--- config.mk ---
export PLATFORM = sky130hd
export DESIGN_NAME = disp_page_arbiter_flat
export DESIGN_NICKNAME = d
export VERILOG_FILES = /design/src/rtl/disp_page_arbiter_if.sv /design/src/rtl/disp_page_arbiter.sv /design/src/flat_wrapper.sv
export SDC_FILE = /design/constraint.sdc
export NUM_CORES = 1
export LEC_CHECK = 0
export BUFFER_PORTS_ARGS = -buffer_cell sky130_fd_sc_hd__buf_2
export CAP_MARGIN = 30
export CORE_UTILIZATION = 57
export CTS_BUF_LIST = sky130_fd_sc_hd__clkbuf_8 sky130_fd_sc_hd__clkbuf_16
export DETAILED_ROUTE_END_ITERATION = 6
export PLACE_DENSITY = 0.84
export SKIP_CTS_REPAIR_TIMING = 1
export SLEW_MARGIN = 20
export SYNTH_ARGS = -nofsm -noshare
export SYNTH_HDL_FRONTEND = slang
export SYNTH_SLANG_ARGS = --single-unit
--- constraint.sdc ---
create_clock -name clock -period 2.66 [get_ports clock]
set_clock_uncertainty 0.05 [all_clocks]
set_input_delay 0.266 -clock clock [delete_from_list [all_inputs] [get_ports clock]]
set_output_delay 0.266 -clock clock [all_outputs]
set_load 0.01 [all_outputs]
--- src/rtl/disp_page_arbiter_if.sv ---
`default_nettype none
// ============================================================================
//  Module      : disp_page_arbiter_if
//  Description : Bus between the display requesters (temperature, status,
//                alarm) and the page arbiter that drives the 4-digit
//                seven-segment scanner.
//  Revision    : 1.0  initial release
// ----------------------------------------------------------------------------
//  Signals
//    req[2:0]     page requests, level: bit0 temp, bit1 status, bit2 alarm
//    temp_bcd[7:0] temperature, [7:4] tens, [3:0] units (BCD)
//    status[3:0]  FSM status code
//    warning      makes the status digit blink
//    gnt[2:0]     one-hot grant (zero when idle)
//    dig0..dig3   digit codes, dig0 rightmost
//    blank[3:0]   per-digit blank, 1 = off, bit n for digN
//    page_done    one-cycle pulse when a temperature/status dwell expires
//  Modports
//    master : requester / scanner side
//    slave  : arbiter side
// ============================================================================
interface disp_page_arbiter_if;
  logic [2:0] req;
  logic [7:0] temp_bcd;
  logic [3:0] status;
  logic       warning;
  logic [2:0] gnt;
  logic [3:0] dig0;
  logic [3:0] dig1;
  logic [3:0] dig2;
  logic [3:0] dig3;
  logic [3:0] blank;
  logic       page_done;

  modport master (
    output req, temp_bcd, status, warning,
    input  gnt, dig0, dig1, dig2, dig3, blank, page_done
  );

  modport slave (
    input  req, temp_bcd, status, warning,
    output gnt, dig0, dig1, dig2, dig3, blank, page_done
  );
endinterface
`default_nettype wire

--- src/rtl/disp_page_arbiter.sv ---
`default_nettype none
// ============================================================================
//  Module      : disp_page_arbiter
//  Description : Shares the 4-digit seven-segment display between the
//                temperature readout, the status code and the alarm banner.
//                Alarm pre-empts; temperature and status round-robin on a
//                dwell timer; alarm and warning pages blink.
//  Revision    : 1.0  initial release
// ----------------------------------------------------------------------------
//  Parameters
//    DWELL : cycles a temperature/status page is held (min 2)
//    BLINK : cycles per blink half-period (min 1)
//    CW    : width of dwell/blink counters, must hold DWELL-1 and BLINK-1
//  Ports
//    clock : system clock, rising edge
//    clr   : asynchronous active-high reset
//    bus   : disp_page_arbiter_if.slave (requests, page data, grant,
//            registered digit codes, blank mask, page_done)
// ============================================================================
module disp_page_arbiter #(
  parameter int DWELL = 25000000,
  parameter int BLINK = 12500000,
  parameter int CW    = 25
) (
  input  logic                  clock,
  input  logic                  clr,
  disp_page_arbiter_if.slave    bus
);

  typedef enum logic [1:0] {
    S_IDLE  = 2'd0,
    S_TEMP  = 2'd1,
    S_STAT  = 2'd2,
    S_ALARM = 2'd3
  } state_t;

  state_t          state_q, state_d;
  state_t          resume_q, resume_d;   // only ever S_TEMP or S_STAT
  logic [CW-1:0]   dwell_q, dwell_d;
  logic [CW-1:0]   blink_cnt_q, blink_cnt_d;
  logic            blink_phase_q, blink_phase_d;
  logic [2:0]      gnt_q, gnt_d;
  logic [3:0]      dig0_q, dig0_d;
  logic [3:0]      dig1_q, dig1_d;
  logic [3:0]      dig2_q, dig2_d;
  logic [3:0]      dig3_q, dig3_d;
  logic [3:0]      blank_q, blank_d;
  logic            expire;

  // Page-relative views of the request vector.
  logic            own_req, oth_req, resume_req, alt_req;
  state_t          oth_page, alt_page;

  always_comb begin
    own_req    = (state_q == S_STAT) ? bus.req[1] : bus.req[0];
    oth_req    = (state_q == S_STAT) ? bus.req[0] : bus.req[1];
    oth_page   = (state_q == S_STAT) ? S_TEMP : S_STAT;
    resume_req = (resume_q == S_STAT) ? bus.req[1] : bus.req[0];
    alt_req    = (resume_q == S_STAT) ? bus.req[0] : bus.req[1];
    alt_page   = (resume_q == S_STAT) ? S_TEMP : S_STAT;
  end

  // Free-running blink timer, independent of which page is shown.
  always_comb begin
    blink_cnt_d   = blink_cnt_q + CW'(1);
    blink_phase_d = blink_phase_q;
    if (blink_cnt_q == CW'(BLINK - 1)) begin
      blink_cnt_d   = '0;
      blink_phase_d = ~blink_phase_q;
    end
  end

  // Page selection and dwell timing.
  always_comb begin
    state_d  = state_q;
    resume_d = resume_q;
    dwell_d  = dwell_q;
    expire   = 1'b0;
    if (bus.req[2]) begin
      // Alarm wins over everything, including a dwell expiring this cycle.
      state_d = S_ALARM;
      dwell_d = '0;
      if ((state_q == S_TEMP) || (state_q == S_STAT)) begin
        resume_d = state_q;
      end
    end else begin
      case (state_q)
        S_IDLE, S_ALARM: begin
          // Both entries pick the remembered page first, then the other one.
          dwell_d = '0;
          if (resume_req) begin
            state_d = resume_q;
          end else if (alt_req) begin
            state_d = alt_page;
          end else begin
            state_d = S_IDLE;
          end
        end
        default: begin
          if (!own_req) begin
            dwell_d = '0;
            state_d = oth_req ? oth_page : S_IDLE;
          end else if (dwell_q == CW'(DWELL - 1)) begin
            expire  = 1'b1;
            dwell_d = '0;
            if (oth_req) begin
              state_d = oth_page;
            end
          end else begin
            dwell_d = dwell_q + CW'(1);
          end
        end
      endcase
    end
  end

  // Page content for the state being entered, using the blink phase that
  // becomes current on the same edge so blank and phase stay coherent.
  always_comb begin
    gnt_d   = 3'b000;
    dig0_d  = 4'h0;
    dig1_d  = 4'h0;
    dig2_d  = 4'h0;
    dig3_d  = 4'h0;
    blank_d = 4'hF;
    case (state_d)
      S_TEMP: begin
        gnt_d   = 3'b001;
        dig3_d  = 4'hC;
        dig1_d  = bus.temp_bcd[7:4];
        dig0_d  = bus.temp_bcd[3:0];
        blank_d = 4'b0100;
      end
      S_STAT: begin
        gnt_d   = 3'b010;
        dig0_d  = bus.status;
        blank_d = (bus.warning && blink_phase_d) ? 4'b1111 : 4'b1110;
      end
      S_ALARM: begin
        gnt_d   = 3'b100;
        dig3_d  = 4'hA;
        dig2_d  = 4'hA;
        dig0_d  = bus.status;
        blank_d = blink_phase_d ? 4'b1111 : 4'b0010;
      end
      default: ;
    endcase
  end

  always_ff @(posedge clock or posedge clr) begin
    if (clr) begin
      state_q       <= S_IDLE;
      resume_q      <= S_TEMP;
      dwell_q       <= '0;
      blink_cnt_q   <= '0;
      blink_phase_q <= 1'b0;
      gnt_q         <= 3'b000;
      dig0_q        <= 4'h0;
      dig1_q        <= 4'h0;
      dig2_q        <= 4'h0;
      dig3_q        <= 4'h0;
      blank_q       <= 4'hF;
    end else begin
      state_q       <= state_d;
      resume_q      <= resume_d;
      dwell_q       <= dwell_d;
      blink_cnt_q   <= blink_cnt_d;
      blink_phase_q <= blink_phase_d;
      gnt_q         <= gnt_d;
      dig0_q        <= dig0_d;
      dig1_q        <= dig1_d;
      dig2_q        <= dig2_d;
      dig3_q        <= dig3_d;
      blank_q       <= blank_d;
    end
  end

  assign bus.gnt       = gnt_q;
  assign bus.dig0      = dig0_q;
  assign bus.dig1      = dig1_q;
  assign bus.dig2      = dig2_q;
  assign bus.dig3      = dig3_q;
  assign bus.blank     = blank_q;
  // Pulse lives in the final dwell cycle itself, so it must be decoded
  // from the current count; gating by the live requests keeps it quiet
  // when an alarm or a request drop takes that edge instead.
  assign bus.page_done = expire;

endmodule
`default_nettype wire

--- src/flat_wrapper.sv ---
// flat-port wrapper written by rule: the top's interface ports become plain ports
module disp_page_arbiter_flat 
#(
  parameter int DWELL = 25000000,
  parameter int BLINK = 12500000,
  parameter int CW    = 25
)
  (clock, clr, bus_req, bus_temp_bcd, bus_status, bus_warning, bus_gnt, bus_dig0, bus_dig1, bus_dig2, bus_dig3, bus_blank, bus_page_done);
  disp_page_arbiter_if bus_i ();
  input  logic clock;
  input  logic clr;
  input wire logic [$bits(bus_i.req)-1:0] bus_req;
  input wire logic [$bits(bus_i.temp_bcd)-1:0] bus_temp_bcd;
  input wire logic [$bits(bus_i.status)-1:0] bus_status;
  input wire logic [$bits(bus_i.warning)-1:0] bus_warning;
  output wire logic [$bits(bus_i.gnt)-1:0] bus_gnt;
  output wire logic [$bits(bus_i.dig0)-1:0] bus_dig0;
  output wire logic [$bits(bus_i.dig1)-1:0] bus_dig1;
  output wire logic [$bits(bus_i.dig2)-1:0] bus_dig2;
  output wire logic [$bits(bus_i.dig3)-1:0] bus_dig3;
  output wire logic [$bits(bus_i.blank)-1:0] bus_blank;
  output wire logic [$bits(bus_i.page_done)-1:0] bus_page_done;
  assign bus_i.req = bus_req;
  assign bus_i.temp_bcd = bus_temp_bcd;
  assign bus_i.status = bus_status;
  assign bus_i.warning = bus_warning;
  assign bus_gnt = bus_i.gnt;
  assign bus_dig0 = bus_i.dig0;
  assign bus_dig1 = bus_i.dig1;
  assign bus_dig2 = bus_i.dig2;
  assign bus_dig3 = bus_i.dig3;
  assign bus_blank = bus_i.blank;
  assign bus_page_done = bus_i.page_done;
  disp_page_arbiter #(.DWELL(DWELL), .BLINK(BLINK), .CW(CW)) u_core (.clock(clock), .clr(clr), .bus(bus_i));
endmodule
==> results of run 1 <==
metrics by stage:
step / util (%) / instances / total power, uW / setup WS, ns
after floorplan: - / 329 / 1764 / 0.2601
after detailed placement: 64.40 / 430 / 1960 / 0.1929
after CTS: 68.78 / 446 / 3012 / 0.1645
final: 68.78 / 446 / 2999 / 0.1062
after global routing: 68.78 / 446 / 3131 / 0.04881
after global placement: 64.40 / 430 / 1934 / 0.2912
report_power, final:
part	total, uW	leakage (uW)	internal (uW)	switching, uW
logic	660	0.000716	274	386
registers	1300	0.000935	1240	63.4
clock network	1040	0.000120	626	414
total	3000	0.00177	2140	863
flip-flops by register name, indices dropped and copies added, names as in the netlist:
| register | count |
|---|---|
| u_core.dwell_q | 25 |
| u_core.bus.gnt | 2 |
| u_core.bus.dig0 | 4 |
| u_core.state_q | 2 |
| u_core.resume_q | 2 |
| u_core.bus.blank | 4 |
| u_core.bus.dig2 | 1 |
| u_core.blink_phase_q | 1 |
| u_core.bus.dig1 | 4 |
| u_core.bus.dig3 | 1 |
| u_core.blink_cnt_q | 25 |
cell type report:
class / count / share of cell area, %
sequential: 71 / 46.51
multi-input combinational: 232 / 37.66
timing repair buffer: 43 / 5.940
clock buffer: 9 / 3.231
clock inverter: 7 / 3.133
tap: 72 / 2.350
inverter: 12 / 1.175
routing by layer:
metal / GRT usage, % / up-vias / routed length [um]
li1: - / 1180 / -
met1: 27.51 / 1183 / 2774
met2: 40.17 / 54 / 3438
met3: 8.256 / 22 / 232
met4: 8.519 / 0 / 157
met5: 0 / - / 0
how the worst max path moves through the flow:
stage                             from                 end  slack (ns)  cells after the start
floorplan           u_core.dwell_q[10]  u_core.bus.dig0[0]        0.26                      8
global placement    u_core.dwell_q[10]  u_core.bus.dig0[3]        0.29                      7
detailed placement  u_core.dwell_q[10]  u_core.bus.dig0[0]        0.19                      7
CTS                 u_core.dwell_q[10]  u_core.bus.dig0[0]        0.16                      7
global route        u_core.dwell_q[10]  u_core.bus.dig0[3]        0.05                      7
finish              u_core.dwell_q[10]  u_core.bus.dig0[0]        0.11                      7
logic make-up after synthesis:
kind of cell	count (synthesis)	share of synthesized area [%]
and+or+nand+nor	154	23.78
DFF	71	53.29
xor gates and xnor gates	44	11.74
AOI/OAI and AO/OA	26	5.497
buffers and inverters	26	3.777
adders and majority gates	3	1.122
muxes	2	0.6731
other	1	0.1121
layout by cell type, fill, tap and decap left out, types with 5 or more instances in the layout:
cell	count
sky130_fd_sc_hd__buf_4	5
sky130_fd_sc_hd__o21ai_0	5
sky130_fd_sc_hd__clkbuf_8	9
sky130_fd_sc_hd__and3_1	11
sky130_fd_sc_hd__nor2_1	52
sky130_fd_sc_hd__dfstp_2	5
sky130_fd_sc_hd__xor2_1	27
sky130_fd_sc_hd__nand4_1	12
sky130_fd_sc_hd__dfrtp_1	66
sky130_fd_sc_hd__and2_1	7
sky130_fd_sc_hd__xnor2_1	16
sky130_fd_sc_hd__nand3_1	17
sky130_fd_sc_hd__nand2_1	26
sky130_fd_sc_hd__buf_2	38
sky130_fd_sc_hd__inv_1	11
worst max-delay path, cell delays in order, from the launching register on:
cell                       delay [ns]
sky130_fd_sc_hd__dfrtp_1         0.42
sky130_fd_sc_hd__or4b_2          0.69
sky130_fd_sc_hd__nor4_1          0.47
sky130_fd_sc_hd__a2111o_1        0.21
sky130_fd_sc_hd__and3_1          0.17
sky130_fd_sc_hd__nor2_1          0.05
sky130_fd_sc_hd__buf_4           0.17
sky130_fd_sc_hd__a22o_1          0.20
==> impl_metrics.tcl, run 1 <==
set metrics [dict create \
    post-synth-top-count-cell "sky130_fd_sc_hd__dfrtp_1" \
    clk_root_buf "sky130_fd_sc_hd__clkbuf_8" \
    multi_input_comb_area_mm2 0.001444 \
    fin_worst_hold_slack_ns 0.07442 \
    dpl_cell_area_mm2 0.003590 \
    grt_start_max_net_pins 72 \
    power.static_leakage_uw 0.001771 \
    worst_r2r_startpoint "u_core.dwell_q[10]" \
    timing_worst_slew_pin_value_ns 0.8738 \
    min_delay_worst_endpoint "u_core.bus.dig1[1]" \
    final-seq-area_mm2 0.001783 \
    drt_drc_violations_left 0 \
    cts-root-to-sink-buffers 2 \
    grt_first_pass_wirelength_um 11050 \
    yosys-top-cells-count "sky130_fd_sc_hd__dfrtp_1, sky130_fd_sc_hd__nor2_1, sky130_fd_sc_hd__xor2_1, sky130_fd_sc_hd__nand2_1, sky130_fd_sc_hd__nand3_1" \
    maximum_achievable_frequency_mhz 391.6 \
    tritoncts.num_buffers 9 \
    drive_gt1_share_pct 19.52 \
    cp_max_fo 11 \
    die_width_um 78.62 \
    io-pin-count 42 \
    cts_tree "done" \
    wl_per_cell_um 14.80 \
    synth_top_cells_by_area "sky130_fd_sc_hd__dfrtp_1, sky130_fd_sc_hd__xor2_1, sky130_fd_sc_hd__nor2_1, sky130_fd_sc_hd__xnor2_1, sky130_fd_sc_hd__dfstp_2" \
    setup.reg_to_reg.worst_slack_ns 0.11 \
    floorplan.core_area_mm2 0.005574 \
    crit_required_ns 2.84 \
    cts_htree_levels 3 \
    final_sum_of_negative_setup_slack_ns 0 \
    postSynthCellCount 327 \
    drtPass1Iterations 4 \
    power_density_mw_per_mm2 782.3 \
    wirelength_um 6603 \
    holdPathStages 2 \
    grt_antenna_before_repair 0 \
    synthArstFlopShare_pct 100.0 \
    worstSetupEndpointType "flop" \
    period_share_pct 96.01 \
    drtIter0Drc 106 \
    netlist.top_cell.by_area "sky130_fd_sc_hd__dfrtp_1" \
    synthFlopType "sky130_fd_sc_hd__dfrtp_1" \
    synth-seq-cells 71 \
    clkSinkCount 71 \
    hold_viol_final 0 \
    cts.clk_slew.worst_paths_ns 0.08 \
    peakVddDrop_uv 643.8 \
    grt_overflow 0 \
    initial_core_util_pct 60.02 \
    route.vias.total 2439 \
    finish.net_count 390 \
    hp-start "bus_temp_bcd[5]" \
    netlist_area_mm2 0.003346 \
    syn-mean-instance-area_um2 10.23 \
    drt-vias-per-instance 5.469 \
    drv_cap 0 \
    all_layer_global_routing_usage_pct 23.65 \
    n_antenna_cell 0 \
    number_of_flops_mapped_to_enable_cells_by_yosys 0 \
    finalInstanceArea_mm2 0.003834 \
    dp_hpwl_um 4222 \
    reg2reg_depth 7 \
    timing.slew.headroom_pct 41.74 \
    clk-insertion-delay-late_ns 0.34 \
    share_of_yosys_cell_area_claimed_by_the_top_area_cell_type_pct 49.36 \
    fraction_of_the_yosys_area_taken_by_sequential_cells_pct 53.29 \
    io_buf_count 38 \
    worst-endpoint-arrival_ns 2.73 \
    setup_viol 0 \
    area.growth.synth_to_final_pct 14.58 \
    result_of_the_run "finished, final reports clean" \
    grt_setup_unrepaired "no" \
    num-fill-cells 420 \
    grt_pass1_vias 2449 \
    ant_nets 0 \
    timing.setup.critical_path_class "reg -> reg" \
    dieHeight_um 78.62 \
    min_period_ns 2.554 \
    synth_cell_type_count 45 \
    worstSetupStartpointType "flop" \
    globalplace.congestion 0.7828 \
    worst_r2r_endpoint "u_core.bus.dig0[0]" \
    ys_warn_count 0 \
    min-delay-path-class "in -> reg" \
    floorplan.die_area_mm2 0.006180 \
    floorplan.rows 27 \
    timing.final.max_slew_violations 0 \
]
Power figures use the tool's default switching activity.
==> run 2: changes to the inputs <==
--- a/config.mk
+++ b/config.mk
@@ -11,6 +11,7 @@
 export CTS_BUF_LIST = sky130_fd_sc_hd__clkbuf_8 sky130_fd_sc_hd__clkbuf_16
 export DETAILED_ROUTE_END_ITERATION = 6
 export PLACE_DENSITY = 0.84
+export REMOVE_ABC_BUFFERS = 1
 export SKIP_CTS_REPAIR_TIMING = 1
 export SLEW_MARGIN = 20
 export SYNTH_ARGS = -nofsm -noshare
==> run 2 against run 1 <==
  * Maximum frequency rose by 2.7%
  * Combinational power down 3.5%
  * Sequential power hardly changed
  * Worst hold slack worse by 0.011 ns
  * Count of clock-buffer cells in the layout is 2 higher
  * Die area unchanged
  * Non-clock buffer count rose by 2
  * Design area barely moved
  * First-iteration DRC count rose by 39%
  * Global-route usage fell by 1.5 points
==> impl_metrics.tcl, run 2 (synthesis results as in run 1) <==
set metrics [dict create \
    globalplace.congestion 0.8066 \
    all_layer_global_routing_usage_pct 22.18 \
    cts-root-to-sink-buffers 2 \
    n_antenna_cell 0 \
    finish.net_count 392 \
    utilization_pct 68.84 \
    drt_drc_violations_left 0 \
    floorplan.die_area_mm2 0.006180 \
    die_width_um 78.62 \
    worst_setup_path_startpoint "u_core.dwell_q[10]" \
    hp-start "bus_temp_bcd[5]" \
    tritoncts.num_buffers 9 \
    multi_input_comb_area_mm2 0.001444 \
    grt_antenna_before_repair 0 \
    initial_core_util_pct 60.02 \
    result_of_the_run "finished, final reports clean" \
    worstSetupStartpointType "flop" \
    worstSetupEndpointType "flop" \
    worst_r2r_startpoint "u_core.dwell_q[10]" \
    power_uw 2814 \
    grt_pass1_vias 2269 \
    grt_setup_unrepaired "no" \
    dieHeight_um 78.62 \
    floorplan.rows 27 \
    drt-vias-per-instance 5.384 \
    peakVddDrop_uv 592.5 \
    final-seq-area_mm2 0.001783 \
    grt_first_pass_wirelength_um 10300 \
    wl_per_cell_um 14.26 \
    grt_start_max_net_pins 72 \
    maximum_achievable_frequency_mhz 402.1 \
    crit_required_ns 2.85 \
    area.growth.synth_to_final_pct 14.70 \
    ant_nets 0 \
    drv_cap 0 \
    drtIter0Drc 147 \
    setup_viol 0 \
    fin_worst_hold_slack_ns 0.06338 \
    cp_max_fo 11 \
    io_buf_count 38 \
    period_share_pct 93.49 \
    cts.clk_slew.worst_paths_ns 0.08 \
    place_inst 430 \
    timing.final.max_slew_violations 0 \
    timing.slew.headroom_pct 61.28 \
    min-delay-path-class "in -> reg" \
    grt_overflow 0 \
    final_sum_of_negative_setup_slack_ns 0 \
    io-pin-count 42 \
    timing.setup.critical_path_class "reg -> reg" \
    hold_viol_final 0 \
    route.vias.total 2412 \
    wirelength_um 6388 \
    power_density_mw_per_mm2 733.2 \
    reg_top3 "u_core.blink_cnt_q x25, u_core.dwell_q x25" \
    worst-endpoint-arrival_ns 2.67 \
    layout_common_cells "sky130_fd_sc_hd__dfrtp_1, sky130_fd_sc_hd__nor2_1, sky130_fd_sc_hd__buf_2" \
    final-instance-count-excl-fill 448 \
    cts_tree "done" \
    min_period_ns 2.487 \
    clkSinkCount 71 \
    timing_worst_slew_pin_value_ns 0.5756 \
    num-fill-cells 406 \
    clk-insertion-delay-late_ns 0.35 \
    floorplan.core_area_mm2 0.005574 \
    cts_htree_levels 3 \
    dp_hpwl_um 4095 \
    power.static_leakage_uw 0.001775 \
    clk_root_buf "sky130_fd_sc_hd__clkbuf_8" \
    drtPass1Iterations 4 \
    drive_gt1_share_pct 19.41 \
    leading_cell_type_in_the_layout_fill_and_taps_excluded "sky130_fd_sc_hd__dfrtp_1" \
]
==> run 2: cell types whose count changed in the layout (fill, tap and decap cells not counted), sizes merged <==
cell | previous run | this run
clkbuf | 9 | 11
bufinv | 3 | 1
buf | 43 | 44
dlygate4sd3 | 0 | 1
==> run 2: cell type report <==
type / instances / area share (%)
repair buffers: 45 / 6.912
inverters: 12 / 1.174
well taps: 72 / 2.348
clock inverters: 5 / 1.532
flip-flops and latches: 71 / 46.46
clock buffers: 11 / 3.945
multi-input cells: 232 / 37.63
==> run 2: path summary, 6_finish.rpt <==
kind                       slack [ns]  depth (start not counted)                     end
setup / recovery                 0.17                          7      u_core.bus.dig0[0]
hold / removal                   0.06                          2      u_core.bus.dig1[1]
setup reg to reg                 0.17                          7      u_core.bus.dig0[0]
hold reg to reg                  0.43                          1  u_core.blink_cnt_q[24]
max in group asynchronous        1.61                          5      u_core.resume_q[0]
min in group asynchronous        0.38                          4  u_core.blink_cnt_q[13]
==> run 2: routing by layer <==
layer	track usage (%)	wire (um)	vias to the layer above
met4	10.74	111	0
li1	-	-	1190
met1	28.06	2809	1165
met5	0	0	-
met3	4.186	211	12
met2	36.61	3255	45
==> run 2: critical path, cell delays in order (launching register included) <==
cell	delay (ns)
sky130_fd_sc_hd__dfrtp_1	0.43
sky130_fd_sc_hd__or4b_2	0.67
sky130_fd_sc_hd__nor4_1	0.46
sky130_fd_sc_hd__a2111o_1	0.21
sky130_fd_sc_hd__and3_1	0.17
sky130_fd_sc_hd__nor2_1	0.05
sky130_fd_sc_hd__buf_4	0.17
sky130_fd_sc_hd__a22o_1	0.18
==> run 2: per-stage QoR <==
stage                     cell area, um^2  worst slack, ns
final                                3837           0.1730
after global routing                 3837          0.06150
after CTS                            3800           0.1775
after detailed placement             3590           0.1968
after global placement               3590           0.2850
after floorplan                      3272          0.09007
==> run 2: where the power goes <==
part	switching (uW)	internal, uW
Sequential	59.9	1240
Clock	396	484
Combinational	359	278
